[src/rtl/cpu_run_ctrl.sv]
// ---------------------------------------------------------------------------
// cpu_run_ctrl
//   Run/step/halt sequencer for a single-cycle core. It turns the board clock
//   into one-cycle processor clock-enable pulses, driven by two debounced
//   active-low push-buttons (run/halt and step). It also provides a
//   programmable run rate, a PC breakpoint and a post-reset hold.
//
// Ports
//   clk          system clock
//   reset_in     asynchronous active-low reset
//   i_div        run-mode period minus 1 (0 = enable every cycle)
//   i_run_btn    raw run/halt button, active-low, asynchronous
//   i_step_btn   raw step button, active-low, asynchronous
//   i_bp_en      breakpoint enable
//   i_bp_addr    breakpoint PC
//   i_pc         current processor PC
//   o_cpu_en     processor clock enable (one-cycle pulses)
//   o_cpu_reset  active-high processor reset
//   o_state      0=HALT 1=RUN 2=STEP 3=RSTH
//   o_bp_hit     sticky breakpoint-hit flag
//   o_retired    count of o_cpu_en pulses (wraps)
// ---------------------------------------------------------------------------

// Per-button front end: 2-FF synchronizer followed by a debouncer.
//   btn_i    raw active-low button
//   press_o  one-cycle pulse on an accepted high-to-low level change
module cpu_run_ctrl_db #(
    parameter int DB_CYCLES = 50000
) (
    input  logic clk,
    input  logic reset_in,
    input  logic btn_i,
    output logic press_o
);
    localparam int CW = (DB_CYCLES < 2) ? 1 : $clog2(DB_CYCLES + 1);

    logic [1:0]    sync_q;
    logic          level_q;
    logic [CW-1:0] cnt_q;
    logic          press_q;

    always_ff @(posedge clk or negedge reset_in) begin
        if (!reset_in) begin
            sync_q  <= 2'b11;
            level_q <= 1'b1;
            cnt_q   <= '0;
            press_q <= 1'b0;
        end else begin
            sync_q  <= {sync_q[0], btn_i};
            press_q <= 1'b0;
            if (sync_q[1] != level_q) begin
                // Accept the new level on the DB_CYCLES-th consecutive
                // differing sample; the press pulse is raised on the same
                // edge so the FSM sees it one cycle later.
                if (cnt_q == CW'(DB_CYCLES - 1)) begin
                    level_q <= sync_q[1];
                    cnt_q   <= '0;
                    press_q <= level_q;
                end else begin
                    cnt_q <= cnt_q + CW'(1);
                end
            end else begin
                cnt_q <= '0;
            end
        end
    end

    assign press_o = press_q;
endmodule

module cpu_run_ctrl #(
    parameter int DIV_W     = 24,
    parameter int DB_CYCLES = 50000,
    parameter int RST_HOLD  = 4
) (
    input  logic             clk,
    input  logic             reset_in,
    input  logic [DIV_W-1:0] i_div,
    input  logic             i_run_btn,
    input  logic             i_step_btn,
    input  logic             i_bp_en,
    input  logic [31:0]      i_bp_addr,
    input  logic [31:0]      i_pc,
    output logic             o_cpu_en,
    output logic             o_cpu_reset,
    output logic [1:0]       o_state,
    output logic             o_bp_hit,
    output logic [31:0]      o_retired
);
    localparam int HW = (RST_HOLD < 2) ? 1 : $clog2(RST_HOLD + 1);

    typedef enum logic [1:0] {
        S_HALT = 2'd0,
        S_RUN  = 2'd1,
        S_STEP = 2'd2,
        S_RSTH = 2'd3
    } state_t;

    // Button lanes: [0] = run/halt, [1] = step.
    logic [1:0] btn_raw;
    logic [1:0] press;

    assign btn_raw = {i_step_btn, i_run_btn};

    for (genvar g = 0; g < 2; g++) begin : g_btn
        cpu_run_ctrl_db #(.DB_CYCLES(DB_CYCLES)) u_db (
            .clk      (clk),
            .reset_in (reset_in),
            .btn_i    (btn_raw[g]),
            .press_o  (press[g])
        );
    end

    state_t           state_q;
    logic [DIV_W-1:0] div_q;
    logic [HW-1:0]    hold_q;
    logic             skip_q;
    logic             en_q;
    logic             rst_q;
    logic             bp_hit_q;
    logic [31:0]      retired_q;

    logic run_evt, step_evt, tick, bp_match;

    assign run_evt  = press[0];
    assign step_evt = press[1];
    // >= keeps the period bounded if i_div is lowered mid-run.
    assign tick     = (div_q >= i_div);
    // skip_q lets a resumed run step past the breakpoint it stopped on.
    assign bp_match = i_bp_en && (i_pc == i_bp_addr) && !skip_q;

    always_ff @(posedge clk or negedge reset_in) begin
        if (!reset_in) begin
            state_q   <= S_RSTH;
            div_q     <= '0;
            hold_q    <= '0;
            skip_q    <= 1'b0;
            en_q      <= 1'b0;
            rst_q     <= 1'b1;
            bp_hit_q  <= 1'b0;
            retired_q <= '0;
        end else begin
            en_q <= 1'b0;
            case (state_q)
                S_RSTH: begin
                    // Button events are dropped while the core is held.
                    if (hold_q == HW'(RST_HOLD - 1)) begin
                        state_q <= S_HALT;
                        rst_q   <= 1'b0;
                    end else begin
                        hold_q <= hold_q + HW'(1);
                    end
                end
                S_HALT: begin
                    if (run_evt) begin
                        state_q  <= S_RUN;
                        div_q    <= '0;
                        skip_q   <= 1'b1;
                        bp_hit_q <= 1'b0;
                    end else if (step_evt) begin
                        state_q   <= S_STEP;
                        en_q      <= 1'b1;
                        retired_q <= retired_q + 32'd1;
                        bp_hit_q  <= 1'b0;
                    end
                end
                S_STEP: begin
                    state_q <= S_HALT;
                end
                S_RUN: begin
                    if (run_evt) begin
                        state_q <= S_HALT;
                    end else if (tick) begin
                        div_q <= '0;
                        if (bp_match) begin
                            bp_hit_q <= 1'b1;
                            state_q  <= S_HALT;
                        end else begin
                            en_q      <= 1'b1;
                            retired_q <= retired_q + 32'd1;
                            skip_q    <= 1'b0;
                        end
                    end else begin
                        div_q <= div_q + DIV_W'(1);
                    end
                end
                default: state_q <= S_HALT;
            endcase
        end
    end

    assign o_cpu_en    = en_q;
    assign o_cpu_reset = rst_q;
    assign o_state     = state_q;
    assign o_bp_hit    = bp_hit_q;
    assign o_retired   = retired_q;
endmodule

[config.mk]
export PLATFORM = sky130hd
export DESIGN_NAME = cpu_run_ctrl
export DESIGN_NICKNAME = d
export VERILOG_FILES = /design/src/rtl/cpu_run_ctrl.sv
export SDC_FILE = /design/constraint.sdc
export NUM_CORES = 1
export LEC_CHECK = 0
export CAP_MARGIN = 20
export CORE_ASPECT_RATIO = 1.75
export CORE_MARGIN = 8
export CORE_UTILIZATION = 43
export DETAILED_ROUTE_END_ITERATION = 8
export PLACE_DENSITY = 0.68
export SYNTH_ARGS = -nofsm -noshare
export SYNTH_HDL_FRONTEND = slang
export SYNTH_SLANG_ARGS = --single-unit
[constraint.sdc]
create_clock -name clk -period 7 [get_ports clk]
set_input_delay 2.1 -clock clk [delete_from_list [all_inputs] [get_ports clk]]
set_output_delay 2.1 -clock clk [all_outputs]
set_load 0.02 [all_outputs]
==> flow_metrics.tcl, run 1 <==
set metrics [dict create \
    dpl_worst_slack_ps 1926 \
    netlist_area_um2 5938 \
    die_w_um 104.8 \
    rsz0062_at_grt "no" \
    grt_max_degree 59 \
    grt_pass1_vias 5201 \
    use_met3 0.02776 \
    cp.arrival_ps 4960 \
    antenna_found_initial 0 \
    syn_to_final_growth_pct 30.45 \
    p_comb_frac 0.089 \
    crit_fanout 26 \
    fill_cells 1220 \
    end_kind "flip-flop" \
    dr.pass1.iters 4 \
    leakage_nw 3.544 \
    cts_root_buf "clkbuf_16" \
    p_sw_frac 0.2147 \
    die_h_um 171.5 \
    fin_worst_skew_ps 9.198 \
    io_pins 130 \
    grtUsageMet1 0.1673 \
    synth_edf_count 0 \
    gp_congestion 0.7985 \
    drv_slew 0 \
    worstPathRequired_ps 7260 \
    diodes 0 \
    antenna_left 0 \
    synth.distinct_cells 46 \
    busiest_layer "met2" \
    drc 0 \
    ctsHoldBuffers 0 \
    cts.reportedPaths.clkPinSlew_ps 70 \
    grt.overflow.total 0 \
    coreArea_um2 13690 \
    synth_seq_area_share 0.4444 \
    worst_slack_ps 2306 \
    finalWorstPathRequiredPeriod_ps 4694 \
    tns_ps 0 \
    internal_power_mw 1.001 \
    tightest_slew_ps 761.0 \
    crit_type "primary input to flip-flop" \
    dieArea_um2 17970 \
    outcome "complete, no violations" \
    post_cts_resize_count 0 \
    clock_latency_ps 340 \
    vias 4857 \
    vias_per_cell 5.189 \
    grt_pass1_wl_mm 24.70 \
    use_met2 0.3345 \
    cts_setup_buffers 0 \
    hold_viol 0 \
    syn-num-nets 746 \
    ir_drop_uv 138.8 \
    power_frac_seq 0.483 \
    htreeDepth 3 \
    fmax_mhz 213.0 \
    cts_made_buffers 9 \
    fin_crit_sh 0.6706 \
    syn_inst 623 \
    io_buffers 129 \
    ys.flop_type "dfrtp_1" \
    power.density_nw_per_um2 164.5 \
    final_cell_mix "128 x clkdlybuf4s50_1, 96 x dfrtp_1, 82 x xor2_1, 74 x nor2_1, 53 x nand2_1" \
    slew_headroom 0.4927 \
    setup_viol 0 \
    start_util 0.4337 \
    async_reset_ff_frac 1.000 \
    routed_wl_mm 14.99 \
    drive_gt1_frac 0.06456 \
    ys_ff_latch 105 \
    yosysWarningCount 0 \
    dp_hpwl_mm 11.74 \
    start_kind "primary input" \
    rows 57 \
    postSynthAreaPerCell_um2 9.532 \
    clock_sink_count 105 \
    wl_per_cell_um 16.01 \
    first_iter_violations 129 \
    fin_nets 877 \
    clkPwrFrac 0.428 \
    switchingPower_mw 0.2737 \
    grt_usage 0.1680 \
    hold_path.class "flip-flop to flip-flop" \
    clock_path_buffers 2 \
    layout_commonest_cell "clkdlybuf4s50_1" \
    cts_tree "done" \
    cap_violations 0 \
]
==> critical path, stage by stage <==
cell             delay, ps
clkdlybuf4s50_1        460
inv_1                   40
ha_1                   290
nand4_1                200
nor3_2                 280
nand3_1                140
o2111ai_2              270
o2111ai_2              270
buf_4                  310
nor4_1                 390
xor2_1                 200
==> cell type report <==
cell class | count | area [µm²] | area share
Clock buffer | 10 | 239.0 | 0.03085
Clock inverter | 6 | 90.09 | 0.01163
Inverter | 44 | 165.2 | 0.02132
Multi-Input combinational cell | 463 | 3088 | 0.3986
Sequential cell | 105 | 2639 | 0.3407
Tap cell | 177 | 221.5 | 0.02859
Timing Repair Buffer | 131 | 1304 | 0.1683
==> registers in the layout, summed over array words and instances, names as in the netlist <==
register            count
g_btn.u_db.level_q      2
hold_q                  3
skip_q                  1
o_cpu_en                1
g_btn.u_db.sync_q       4
div_q                  24
o_bp_hit                1
o_state                 2
g_btn.u_db.press_o      2
g_btn.u_db.cnt_q       32
o_cpu_reset             1
o_retired              32
==> per-stage QoR <==
step	hold slack, ps	power (mW)	util	area (µm²)	cells
after floorplan	345.2	0.6636	-	5938	623
after global placement	345.6	0.7396	0.5417	7417	920
after detailed placement	347.5	0.7418	0.5417	7417	920
after CTS	356.9	1.290	0.5657	7746	936
after global routing	360.0	1.324	0.5657	7746	936
final	355.8	1.274	0.5657	7746	936
==> worst paths after layout <==
check	from	endpoint	cells past startpoint	slack, ps
max	i_div[21]	o_retired[29]	11	2310
max reg2reg	div_q[0]	o_retired[1]	9	4080
min in group asynchronous	reset_in	div_q[23]	1	1820
min	g_btn[0].u_db.sync_q[0]	g_btn[0].u_db.sync_q[1]	0	360
min reg2reg	g_btn[0].u_db.sync_q[0]	g_btn[0].u_db.sync_q[1]	0	360
max in group asynchronous	reset_in	o_retired[18]	2	4070
==> per-layer routing <==
layer  wire length (µm)  vias up
met5                  0        -
met4                331        0
met3                392       23
met2               8612       67
met1               5654     2383
li1                   -     2384
==> cells by family after synthesis <==
kind of cell             count (synthesis)  synth area share
multiplexers                             4          0.007585
XOR/XNOR                               111            0.1637
flip-flops                             105            0.4444
AO/OA/AOI/OAI                           47           0.04909
adder cells (fa/ha/maj)                 30           0.06321
buffers and inverters                   55           0.03666
AND/OR/NAND/NOR                        271            0.2354
==> cell usage after synthesis (2+ instances only) <==
library cell,n,share of area
o21a_1,3,0.0038
xnor2_1,29,0.043
a21oi_1,18,0.015
and4_1,2,0.0030
nand3_1,26,0.022
dfstp_2,9,0.040
a31oi_1,2,0.0021
o22ai_1,5,0.0053
nor2b_1,4,0.0042
ha_1,30,0.063
or3_1,3,0.0032
nor3_1,21,0.018
nand2_1,53,0.034
buf_2,3,0.0025
nor4_2,4,0.0084
mux2_2,4,0.0076
clkbuf_1,6,0.0038
dfrtp_1,96,0.40
o21ai_0,11,0.0093
nor2_1,74,0.047
nor4_1,24,0.025
o211ai_1,3,0.0038
or2_2,3,0.0032
nor3b_1,4,0.0051
nand2b_1,4,0.0042
nand4_1,20,0.021
nor4b_1,2,0.0030
and3_1,18,0.019
xor2_1,82,0.12
inv_1,44,0.028
==> power by group through the flow <==
stage | clock (mW) | sequential, mW | combinational [mW]
detailed placement | 0 | 0.627 | 0.115
CTS | 0.559 | 0.615 | 0.116
global placement | 0 | 0.627 | 0.113
global route | 0.582 | 0.616 | 0.126
floorplan | 0 | 0.626 | 0.0375
finish | 0.545 | 0.616 | 0.114
(Power assumes the default switching activity.)
==> inputs of run 2 (changes only) <==
--- a/config.mk
+++ b/config.mk
@@ -10,7 +10,7 @@
 export CORE_MARGIN = 8
 export CORE_UTILIZATION = 43
 export DETAILED_ROUTE_END_ITERATION = 8
-export PLACE_DENSITY = 0.68
+export PLACE_DENSITY = 0.7
 export SYNTH_ARGS = -nofsm -noshare
 export SYNTH_HDL_FRONTEND = slang
 export SYNTH_SLANG_ARGS = --single-unit
==> constraint.sdc (replaced) <==
create_clock -name clk -period 4 [get_ports clk]
set_input_delay 1.2 -clock clk [delete_from_list [all_inputs] [get_ports clk]]
set_output_delay 1.2 -clock clk [all_outputs]
set_load 0.02 [all_outputs]
==> run 2 against run 1 <==
- clock power is 63% higher
- clock skew increased by 1.3 ps
- via count up 0.95%
- global-route usage shrank 0.31 points
- combinational power rose by 76%
- critical path depth did not move
- non-clock buffer count rose by 2
- utilization grew 0.082 points
- worst hold slack better by 1.9 ps
- routed wire length fell by 1.0%
- die area is the same
- highest routed layer unchanged
==> flow_metrics.tcl, run 2 (same netlist as run 1, synthesis figures left out) <==
set metrics [dict create \
    antenna_found_initial 0 \
    crit_family "simple AND/OR/NAND/NOR gates" \
    cts_root_buf "clkbuf_16" \
    use_met3 0.02738 \
    crit_type "primary input to flip-flop" \
    hold_path.class "flip-flop to flip-flop" \
    diodes 0 \
    ctsHoldBuffers 0 \
    power.density_nw_per_um2 279.1 \
    grt_max_degree 65 \
    antenna_left 0 \
    outcome "complete, no violations" \
    cts_made_buffers 9 \
    tightest_slew_ps 846.0 \
    fin_nets 879 \
    cpMostUsedCell "o2111ai_2" \
    clock_latency_ps 340 \
    cts_tree "done" \
    first_iter_violations 182 \
    r2r_slack_ps 1220 \
    clock_path_buffers 2 \
    grt.overflow.total 0 \
    cts.reportedPaths.clkPinSlew_ps 60 \
    holdPathStages 0 \
    dieArea_um2 17970 \
    start_util 0.4337 \
    instances_no_fill 938 \
    max_stage_delay_ps 450 \
    grt_usage 0.1649 \
    io_buffers 129 \
    rsz0062_at_grt "no" \
    hold_viol 0 \
    fill_cells 1210 \
    end_kind "flip-flop" \
    grt_pass1_vias 5155 \
    ir_drop_uv 210.8 \
    final_cell_mix "128 x clkdlybuf4s50_1, 96 x dfrtp_1, 82 x xor2_1, 74 x nor2_1, 53 x nand2_1" \
    worst_hold_slack_ps 357.7 \
    tns_ps 0 \
    rows 57 \
    coreArea_um2 13690 \
    die_w_um 104.8 \
    die_h_um 171.5 \
    grt_pass1_wl_mm 24.36 \
    fin_crit_sh 0.9256 \
    setup_viol 0 \
    cts_setup_buffers 0 \
    drc 0 \
    drive_gt1_frac 0.06439 \
    crit_path_cell_trace "clkdlybuf4s50_1 -> inv_1 -> ha_1 -> nand4_1 -> nor3_2 -> nand3_1 -> o2111ai_2 -> o2111ai_2 -> buf_12 -> nor4_1 -> xor2_1" \
    wl_per_cell_um 15.82 \
    cp.arrival_ps 3950 \
    grtUsageMet1 0.1713 \
    dp_hpwl_mm 11.68 \
    cap_violations 0 \
    slew_headroom 0.4360 \
    use_met2 0.3199 \
    crit_buf_inv 3 \
    leakage_nw 3.554 \
    path_depth 11 \
    fin_worst_skew_ps 10.49 \
    critPathSlowestCell "clkdlybuf4s50_1" \
    io_pins 130 \
    worstPathRequired_ps 4250 \
    placed_cells 922 \
    finalWorstPathRequiredPeriod_ps 3702 \
    syn_to_final_growth_pct 30.64 \
    htreeDepth 3 \
    fmax_mhz 270.1 \
    crit_fanout 30 \
    utilization 0.5665 \
    vias 4903 \
    dr.pass1.iters 6 \
    post_cts_resize_count 0 \
    gp_congestion 0.7882 \
    routed_wl_mm 14.84 \
    worst-r2r-cell-count 10 \
    clock_sink_count 105 \
    start_kind "primary input" \
    busiest_layer "met2" \
    drv_slew 0 \
    layout_commonest_cell "clkdlybuf4s50_1" \
    vias_per_cell 5.227 \
]
run 2: final timing paths:
check	from	to
max in group asynchronous	reset_in	o_state[1]
setup reg to reg	div_q[0]	o_retired[27]
min in group asynchronous	reset_in	div_q[20]
hold reg to reg	g_btn[1].u_db.sync_q[0]	g_btn[1].u_db.sync_q[1]
hold / removal	g_btn[1].u_db.sync_q[0]	g_btn[1].u_db.sync_q[1]
setup / recovery	i_div[21]	o_retired[27]
run 2: metal layers:
metal  share of wire  vias to the layer above
met2            0.57                       82
met1            0.38                     2418
met5               0                        -
met4           0.019                        0
li1                -                     2387
met3           0.025                       16
run 2: where the power goes:
part	internal (mW)	switching (mW)	leakage, nW
sequential	1.07	0.00580	1.38
combinational	0.114	0.0874	2.02
clock	0.518	0.369	0.150
total	1.70	0.462	3.55
run 2: stage by stage:
stage	area, µm²	power, mW	setup slack [ps]
finish	7757	2.165	297.7
global route	7757	2.249	55.62
CTS	7757	2.190	280.4
detailed placement	7457	1.300	-46.30
global placement	7457	1.295	10.09
floorplan	5938	1.161	795.0
run 2: layout make-up:
cell class                 instances  area (µm²)  area share
inverter                          44       165.2     0.02129
clock buffer                      13       260.3     0.03355
timing repair buffer             133        1344      0.1732
clock inverter                     3       40.04    0.005161
sequential                       105        2639      0.3402
tap                              177       221.5     0.02855
multi-input combinational        463        3088      0.3981
